$ cat config.mk
export PLATFORM = sky130hd
export DESIGN_NAME = vga_timing_gen
export DESIGN_NICKNAME = d
export VERILOG_FILES = /design/src/rtl/vga_timing_gen.sv
export SDC_FILE = /design/constraint.sdc
export NUM_CORES = 1
export LEC_CHECK = 0
export CORE_AREA = 2 2 72 74
export DETAILED_ROUTE_END_ITERATION = 10
export DIE_AREA = 0 0 74 76
export GPL_TIMING_DRIVEN = 0
export PLACE_DENSITY = 0.68
export SYNTH_ARGS = -nofsm -noshare
export SYNTH_HDL_FRONTEND = slang
export SYNTH_SLANG_ARGS = --single-unit
$ cat constraint.sdc
create_clock -name vga_clk -period 8.85 [get_ports vga_clk]
set_input_delay 1.77 -clock vga_clk [delete_from_list [all_inputs] [get_ports vga_clk]]
set_output_delay 1.77 -clock vga_clk [all_outputs]
set_load 0.02 [all_outputs]
$ cat src/rtl/vga_timing_gen.sv
// Raster timing source: DrawX/DrawY/blank plus active-low hs/vs, line/frame strobes and a
// frame counter. Every output is registered from the same next-pixel values, so they never skew.
module vga_timing_gen #(
  parameter int H_VISIBLE = 640,
  parameter int H_FP      = 16,
  parameter int H_SYNC    = 96,
  parameter int H_BP      = 48,
  parameter int V_VISIBLE = 480,
  parameter int V_FP      = 10,
  parameter int V_SYNC    = 2,
  parameter int V_BP      = 33
) (
  input  logic       vga_clk,
  input  logic       reset,
  input  logic       pixel_en,
  output logic [9:0] DrawX,
  output logic [9:0] DrawY,
  output logic       blank,
  output logic       hs,
  output logic       vs,
  output logic       line_start,
  output logic       frame_start,
  output logic [7:0] frame_cnt
);

  localparam int H_TOTAL = H_VISIBLE + H_FP + H_SYNC + H_BP;
  localparam int V_TOTAL = V_VISIBLE + V_FP + V_SYNC + V_BP;

  if (H_TOTAL > 1024 || V_TOTAL > 1024) begin : g_range_check
    $error("vga_timing_gen: H_TOTAL and V_TOTAL must not exceed 1024");
  end

  localparam logic [9:0]  H_LAST   = 10'(H_TOTAL - 1);
  localparam logic [9:0]  V_LAST   = 10'(V_TOTAL - 1);
  // 11-bit bounds so a sync window ending exactly at 1024 does not wrap to 0
  localparam logic [10:0] H_VIS    = 11'(H_VISIBLE);
  localparam logic [10:0] V_VIS    = 11'(V_VISIBLE);
  localparam logic [10:0] HS_START = 11'(H_VISIBLE + H_FP);
  localparam logic [10:0] HS_END   = 11'(H_VISIBLE + H_FP + H_SYNC);
  localparam logic [10:0] VS_START = 11'(V_VISIBLE + V_FP);
  localparam logic [10:0] VS_END   = 11'(V_VISIBLE + V_FP + V_SYNC);

  logic [9:0]  hc_next;
  logic [9:0]  vc_next;
  logic [10:0] hx;
  logic [10:0] vx;
  logic        h_wrap;

  // DrawX/DrawY are the raster counters themselves; no separate hc/vc copies are kept.
  always_comb begin
    h_wrap  = (DrawX == H_LAST);
    hc_next = h_wrap ? 10'd0 : DrawX + 10'd1;
    vc_next = DrawY;
    if (h_wrap) begin
      vc_next = (DrawY == V_LAST) ? 10'd0 : DrawY + 10'd1;
    end
    hx = {1'b0, hc_next};
    vx = {1'b0, vc_next};
  end

  always_ff @(posedge vga_clk or posedge reset) begin
    if (reset) begin
      DrawX       <= H_LAST;
      DrawY       <= V_LAST;
      blank       <= 1'b0;
      hs          <= 1'b1;
      vs          <= 1'b1;
      line_start  <= 1'b0;
      frame_start <= 1'b0;
      frame_cnt   <= 8'd0;
    end else if (pixel_en) begin
      DrawX       <= hc_next;
      DrawY       <= vc_next;
      blank       <= (hx < H_VIS) && (vx < V_VIS);
      hs          <= ~((hx >= HS_START) && (hx < HS_END));
      vs          <= ~((vx >= VS_START) && (vx < VS_END));
      line_start  <= (hc_next == 10'd0);
      frame_start <= (hc_next == 10'd0) && (vc_next == 10'd0);
      if ((hc_next == 10'd0) && (vc_next == 10'd0)) begin
        frame_cnt <= frame_cnt + 8'd1;
      end
    end else begin
      // strobes are one vga_clk wide even when the pixel rate is divided
      line_start  <= 1'b0;
      frame_start <= 1'b0;
    end
  end

endmodule

==> reports/results.ini, run 1 <==
[placed_design]
globalplace.congestion = 0.801
dp_hpwl_um = 3420
io_buffers = 34
dpl_cell_area_um2 = 2560

[logic_synthesis]
synth.area.top_cells = dfrtp_1 (25%), dfstp_2 (15%), xnor2_1 (5.7%)
yosys_warnings = 0
yosys_most_used_dff = dfrtp_1
post-synth-top-area-cell = dfrtp_1
avgSynthCellArea_um2 = 9.32
synth_fp_nets = 237
ys_seq_area_share_pct = 39.4
synthCells = 229
async_reset_ff_share_pct = 100
synth_seq_cells = 33
synth_top_area_share_pct = 24.6
synth_edf_count = 0
synth_area_um2 = 2130
synth_cell_types = 59

[worst_setup_path]
r2r-start = DrawX[0]$_DFFE_PP1P_
crit_buf_inv = 0
worstPathArrival_ns = 3.58
reg2regPathDepth = 7
criticalPathCategory = register to register
cpPeakStageDelay_ns = 0.63
crit_required_ns = 9.03
path_max_fanout = 10
slowest_stage = dfstp_2
cp_cell_sequence = ha_1, and4_1, nand3_1, a221oi_1, and4b_1, nor4b_4, mux2_2
r2r_setup_slack_ns = 5.45
end_kind = register
reg2reg_to = frame_cnt[1]$_DFFE_PP0P_
cp-start-kind = register
cpLargestDelayFamily = simple AND/OR/NAND/NOR gates

[timing]
finalSetupViolations = 0
fin_setup_tns_ns = 0
clock_skew_ns = 0.00752
drv_slew = 0
rsz0062_at_grt = false
relSlewSlack_pct = 62.0
max_freq_mhz = 294
min_period_over_period_pct = 38.5
worst_slew_pin_slew_ns = 0.567
hold_violations = 0
period_needed_ns = 3.40

[power_and_ir_drop]
ir_worst_vdd_mv = 0.0707
pwr_density_cell_nw_per_um2 = 172
power.static_leakage_nw = 1.05

[global_routing]
grt.overflow.total = 0
grt_pass1_wl_um = 8210
grt_max_degree = 34
first_global_vias = 1779
grtUsageTotal_pct = 18.5
antenna_found_initial = 0

[min_path]
min_from = frame_cnt[7]$_DFFE_PP0P_
hold_end = frame_cnt[7]$_DFFE_PP0P_
min_path_type = register to register
worstHoldPathCells = 1

[floorplanning]
row_count = 26
dieArea_um2 = 5620
die_h_um = 76
die_w_um = 74
start_util_pct = 43.4
design.core.area_um2 = 4910
pin_count = 36

[route]
ant_nets = 0
viasPerCell = 5.44
wl_met1_um = 2370
drt-total-wl_um = 4890
drc = 0
vias = 1862
routed.top_layer = met4
met2_length_um = 2260
wl_met3_um = 200
first_pass_iters = 4
wl_per_cell_um = 14.3
initialDrtViolationCount = 100

[finish]
diodes = 0
layout-drive-gt1-share_pct = 17.3
fin_nets = 279
area_delta_synth_final_pct = 25.6
final_cell_area_um2 = 2680

[outcome]
status = complete, no violations

[cts]
clkSinkCount = 33
cts.hold.buffers_added = 0
root_buffer = clkbuf_8
htreeDepth = 2
cts_resized = 0
tritoncts = built
post-cts-setup-buffer-count = 0
clkTransAtPathRegs_ns = 0.08
clk_latency_ns = 0.29
cts_buffers = 5
cts_max_path_buffers = 2

[run]
maxCapViolations = 0

-- report_power, final --
part	internal [W]	switching, W
registers	0.000176	0.0000195
logic	0.0000663	0.0000808
clock network	0.0000552	0.0000633
total	0.000297	0.000164
-- worst max-delay path by stage --
| stage | startpoint | endpoint | slack (ns) | depth (start not counted) |
|---|---|---|---|---|
| finish | DrawX[0]$_DFFE_PP1P_ | frame_cnt[1]$_DFFE_PP0P_ | 5.45 | 7 |
| global route | DrawX[0]$_DFFE_PP1P_ | frame_cnt[1]$_DFFE_PP0P_ | 5.18 | 7 |
| CTS | DrawX[0]$_DFFE_PP1P_ | frame_cnt[1]$_DFFE_PP0P_ | 5.42 | 7 |
| detailed placement | pixel_en | frame_cnt[1]$_DFFE_PP0P_ | 5.24 | 5 |
| global placement | pixel_en | frame_cnt[1]$_DFFE_PP0P_ | 5.26 | 5 |
| floorplan | pixel_en | frame_cnt[1]$_DFFE_PP0P_ | 5.61 | 5 |
-- placed cells by master, fill, tap and decap left out, types with 2 or more instances in the layout --
| cell type | n |
|---|---|
| or2_2 | 4 |
| dfrtp_1 | 21 |
| xor2_1 | 4 |
| a2111oi_0 | 2 |
| and4b_1 | 2 |
| dfstp_2 | 12 |
| o21ai_0 | 9 |
| a21oi_1 | 7 |
| a211oi_1 | 2 |
| clkbuf_2 | 3 |
| nand4_1 | 12 |
| clkbuf_8 | 7 |
| o31ai_1 | 3 |
| ha_1 | 5 |
| a22oi_1 | 2 |
| o211ai_1 | 2 |
| clkinvlp_4 | 3 |
| clkdlybuf4s50_1 | 34 |
| o22ai_1 | 3 |
| inv_1 | 8 |
| nor4_1 | 2 |
| clkbuf_1 | 12 |
| a41oi_1 | 2 |
| and3_1 | 4 |
| nor2_1 | 9 |
| xnor2_1 | 14 |
| nor2b_1 | 3 |
| nand3_1 | 15 |
| nand2_1 | 22 |
| mux2_2 | 5 |
| nor3_1 | 7 |
-- cell type report --
cell class,instances,area (um2)
Clock buffer,5,68.8
Timing Repair Buffer,35,368
Buffer,19,106
Tap cell,70,87.6
Sequential cell,33,841
Inverter,9,33.8
Multi-Input combinational cell,168,1150
Fill cell,466,2230
Clock inverter,3,22.5
-- worst register-to-register path: cells and delay by family (launching register included) --
kind                     cells  cell delay, ns
AND/OR/NAND/NOR              4            1.44
flip-flops                   1            0.63
AO/OA/AOI/OAI                1            0.52
multiplexers                 1            0.39
adder cells (fa/ha/maj)      1            0.31
-- layer usage --
layer	vias up	track usage, %
met5	-	0
met4	0	4.91
met3	6	3.57
met2	45	29.6
met1	895	25.3
li1	916	-
-- Yosys cell counts (7+ instances only) --
library cell / count
xnor2_1: 14
o21ai_0: 9
nand3_1: 15
inv_1: 9
nor3_1: 7
nand2_1: 22
nand4_1: 12
clkbuf_1: 12
nor2_1: 9
dfrtp_1: 21
dfstp_2: 12
a21oi_1: 7
-- sequential cells by signal, indices dropped and copies added, names as in the netlist --
register / flops
frame_cnt: 8
line_start: 1
blank: 1
vs: 1
frame_start: 1
DrawY: 10
hs: 1
DrawX: 10
-- stage by stage --
step                utilization [%]  cells  power [W]  hold WS (ns)  setup slack, ns
floorplan                         -    229   0.000293         0.516             5.61
global placement               52.1    333   0.000340         0.461             5.26
detailed placement             52.1    333   0.000344         0.475             5.24
CTS                            54.0    341   0.000464         0.485             5.42
global route                   54.6    342   0.000490         0.505             5.18
finish                         54.6    342   0.000461         0.478             5.45
-- kinds of logic (layout without fill, tap and decap cells) --
| logic type | after synthesis | in the layout | share of synthesized area (%) |
|---|---|---|---|
| AND/OR/NAND/NOR | 94 | 94 | 25.6 |
| buffers and inverters | 28 | 71 | 6.57 |
| flip-flops | 33 | 33 | 39.4 |
| AO/OA/AOI/OAI | 45 | 45 | 15.0 |
| multiplexers | 6 | 6 | 3.11 |
| adder cells (fa/ha/maj) | 5 | 5 | 2.93 |
| XOR/XNOR | 18 | 18 | 7.39 |
Note: power is estimated with default switching activity, not from simulation.
==> run 2: changes to the inputs <==
--- a/config.mk
+++ b/config.mk
@@ -9,7 +9,7 @@
 export DETAILED_ROUTE_END_ITERATION = 10
 export DIE_AREA = 0 0 74 76
 export GPL_TIMING_DRIVEN = 0
-export PLACE_DENSITY = 0.68
+export PLACE_DENSITY = 0.71
 export SYNTH_ARGS = -nofsm -noshare
 export SYNTH_HDL_FRONTEND = slang
 export SYNTH_SLANG_ARGS = --single-unit
==> constraint.sdc (replaced) <==
create_clock -name vga_clk -period 3.1 [get_ports vga_clk]
set_input_delay 0.62 -clock vga_clk [delete_from_list [all_inputs] [get_ports vga_clk]]
set_output_delay 0.62 -clock vga_clk [all_outputs]
set_load 0.02 [all_outputs]
==> run 2 against run 1 <==
Compared with the run above:
- via count grew 0.16%
- utilization is 1.9 points higher
- sequential power rose to 3.1 times the previous value
- combinational power rose to 2.5 times the previous value
- worst hold slack better by 0.0059 ns
- total power rose to 3.2 times the previous value
- count of clock-buffer cells in the layout unchanged
- clock power rose to 4.1 times the previous value
- die area unchanged
==> reports/results.ini, run 2 (synthesis gave the netlist of run 1 again) <==
[floorplanning]
die_h_um = 76  ; unchanged
row_count = 26  ; unchanged
pin_count = 36  ; unchanged
dieArea_um2 = 5620  ; unchanged
start_util_pct = 43.4  ; unchanged
die_w_um = 74  ; unchanged
design.core.area_um2 = 4910  ; unchanged

[finish]
layout_common_cells = clkdlybuf4s50_1 (34), nand2_1 (22), dfrtp_1 (21)
top_regs = DrawX x10, DrawY x10, frame_cnt x8
diodes = 0  ; unchanged
area_delta_synth_final_pct = 30.1
fin_nets = 277  ; -0.72%
layout-drive-gt1-share_pct = 20.4  ; +3.1 points
final_cell_area_um2 = 2780  ; +3.5%
mostFrequentLayoutCell = clkdlybuf4s50_1
post-route-util_pct = 56.5  ; +1.9 points
fillers = 432  ; -7.3%

[cts]
cts_max_path_buffers = 2  ; unchanged
clk_latency_ns = 0.29  ; about the same
cts_buffers = 5  ; unchanged
root_buffer = clkbuf_8
clkTransAtPathRegs_ns = 0.07  ; about the same
htreeDepth = 2  ; unchanged
clkSinkCount = 33  ; unchanged
tritoncts = built

[worst_setup_path]
r2r-start = DrawY[0]$_DFFE_PP0P_
criticalPathCategory = register to register
cp-start-kind = register
path_max_fanout = 9  ; -1
end_kind = register
reg2reg_to = frame_cnt[1]$_DFFE_PP0P_
r2r_setup_slack_ns = 0.13  ; -5.32 ns
reg2regPathDepth = 10  ; +3
worstPathArrival_ns = 3.15  ; -0.43 ns
crit_required_ns = 3.27  ; -5.76 ns

[route]
wl_met3_um = 290  ; +45%
drc = 0  ; unchanged
met2_length_um = 2290  ; +0.97%
drt-total-wl_um = 4960  ; +1.6%
wl_per_cell_um = 14.6  ; +2.2%
ant_nets = 0  ; unchanged
first_pass_iters = 4  ; unchanged
vias = 1865  ; +0.16%
initialDrtViolationCount = 154  ; +54%
viasPerCell = 5.49  ; +0.75%
routed.top_layer = met4
wl_met1_um = 2340  ; -1.1%

[global_routing]
grt.overflow.total = 0  ; unchanged
antenna_found_initial = 0  ; unchanged
first_global_vias = 1780  ; +0.056%
grt_max_degree = 34  ; unchanged
grtUsageTotal_pct = 19.0  ; +0.50 points
grt_pass1_wl_um = 8450  ; +2.9%

[placed_design]
dp_hpwl_um = 3410  ; -0.35%
dpl_cell_area_um2 = 2560  ; unchanged
globalplace.congestion = 0.827  ; +3.3%
io_buffers = 34  ; unchanged

[timing]
worst_slew_pin_slew_ns = 0.595  ; +0.0281 ns
fin_setup_tns_ns = 0  ; unchanged
period_needed_ns = 2.97  ; -0.430 ns
clock_skew_ns = 0.00449  ; -0.00304 ns
drv_slew = 0  ; unchanged
finalSetupViolations = 0  ; unchanged
min_period_over_period_pct = 95.9  ; +57 points
max_freq_mhz = 336  ; +14%
relSlewSlack_pct = 60.1  ; -2.0 points
rsz0062_at_grt = false
hold_violations = 0  ; unchanged

[outcome]
status = complete, no violations

[run]
maxCapViolations = 0  ; unchanged

[min_path]
min_path_type = register to register
min_from = frame_cnt[7]$_DFFE_PP0P_
worstHoldPathCells = 1  ; unchanged
hold_end = frame_cnt[7]$_DFFE_PP0P_

[power_and_ir_drop]
ir_worst_vdd_mv = 0.273  ; +290%
power.static_leakage_nw = 1.13  ; +8.4%
power_w = 0.00146  ; +220%
pwr_density_cell_nw_per_um2 = 528  ; +210%

[run 2: what timing repair did]
action | 4_1_cts | 5_1_grt
setup endpoints to repair | 8 | 9
setup buffers | 2 | 0
gates resized for setup | 1 | 9
hold buffers | 0 | 0
cloned | 0 | 0
[run 2: where the power goes]
group / switching (W) / internal (W)
registers: 0.000101 / 0.000505
logic: 0.000186 / 0.000188
clock network: 0.000166 / 0.000319
total: 0.000452 / 0.00101
[run 2: through the flow]
step	setup WS, ns	cells	hold WS, ns
after floorplan	0.141	229	0.516
after global placement	-0.246	333	0.461
after detailed placement	-0.272	333	0.480
after CTS	0.0186	343	0.490
after global routing	0.00426	340	0.518
final	0.127	340	0.484
[run 2: area by class of cell]
| type | count | area (um2) | share of cell area (%) |
|---|---|---|---|
| multi-input cells | 168 | 1200 | 43.3 |
| flip-flops and latches | 33 | 841 | 30.3 |
| repair buffers | 37 | 387 | 13.9 |
| plain buffers | 15 | 91.3 | 3.29 |
| well taps | 70 | 87.6 | 3.16 |
| clock buffers | 5 | 68.8 | 2.48 |
| clock inverters | 3 | 65.1 | 2.34 |
| inverters | 9 | 33.8 | 1.22 |
[run 2: how the worst max path moves through the flow]
stage,endpoint,startpoint,cells past startpoint
2_1_floorplan,frame_cnt[1]$_DFFE_PP0P_,DrawY[0]$_DFFE_PP0P_,9
3_3_place_gp,frame_cnt[1]$_DFFE_PP0P_,DrawX[0]$_DFFE_PP1P_,7
3_5_place_dp,frame_cnt[1]$_DFFE_PP0P_,DrawX[0]$_DFFE_PP1P_,7
4_1_cts,frame_cnt[1]$_DFFE_PP0P_,DrawX[0]$_DFFE_PP1P_,8
5_1_grt,frame_cnt[1]$_DFFE_PP0P_,DrawY[0]$_DFFE_PP0P_,10
6_report,frame_cnt[1]$_DFFE_PP0P_,DrawY[0]$_DFFE_PP0P_,10
[run 2: per-layer routing]
layer  vias up  track usage, %
met4         0            6.55
met5         -               0
met1       883            26.1
met2        61            29.1
li1        914               -
met3         7            4.37
[run 2: worst max-delay path, cell delays in order, from the launching register on]
cell and delay, ns:
dfrtp_1 0.40, clkbuf_2 0.18, inv_1 0.10, ha_1 0.16
or2b_2 0.32, or4_4 0.53, a211oi_2 0.26, o22ai_2 0.13
nor4b_4 0.29, buf_6 0.17, mux2_2 0.33
==> run 3: changes to the inputs <==
--- a/config.mk
+++ b/config.mk
@@ -8,6 +8,7 @@
 export CORE_AREA = 2 2 72 74
 export DETAILED_ROUTE_END_ITERATION = 10
 export DIE_AREA = 0 0 74 76
+export GPL_ROUTABILITY_DRIVEN = 0
 export GPL_TIMING_DRIVEN = 0
 export PLACE_DENSITY = 0.71
 export SYNTH_ARGS = -nofsm -noshare
==> results of run 3 <==
The final DEF is identical to that of run 2; final timing and power are the same.
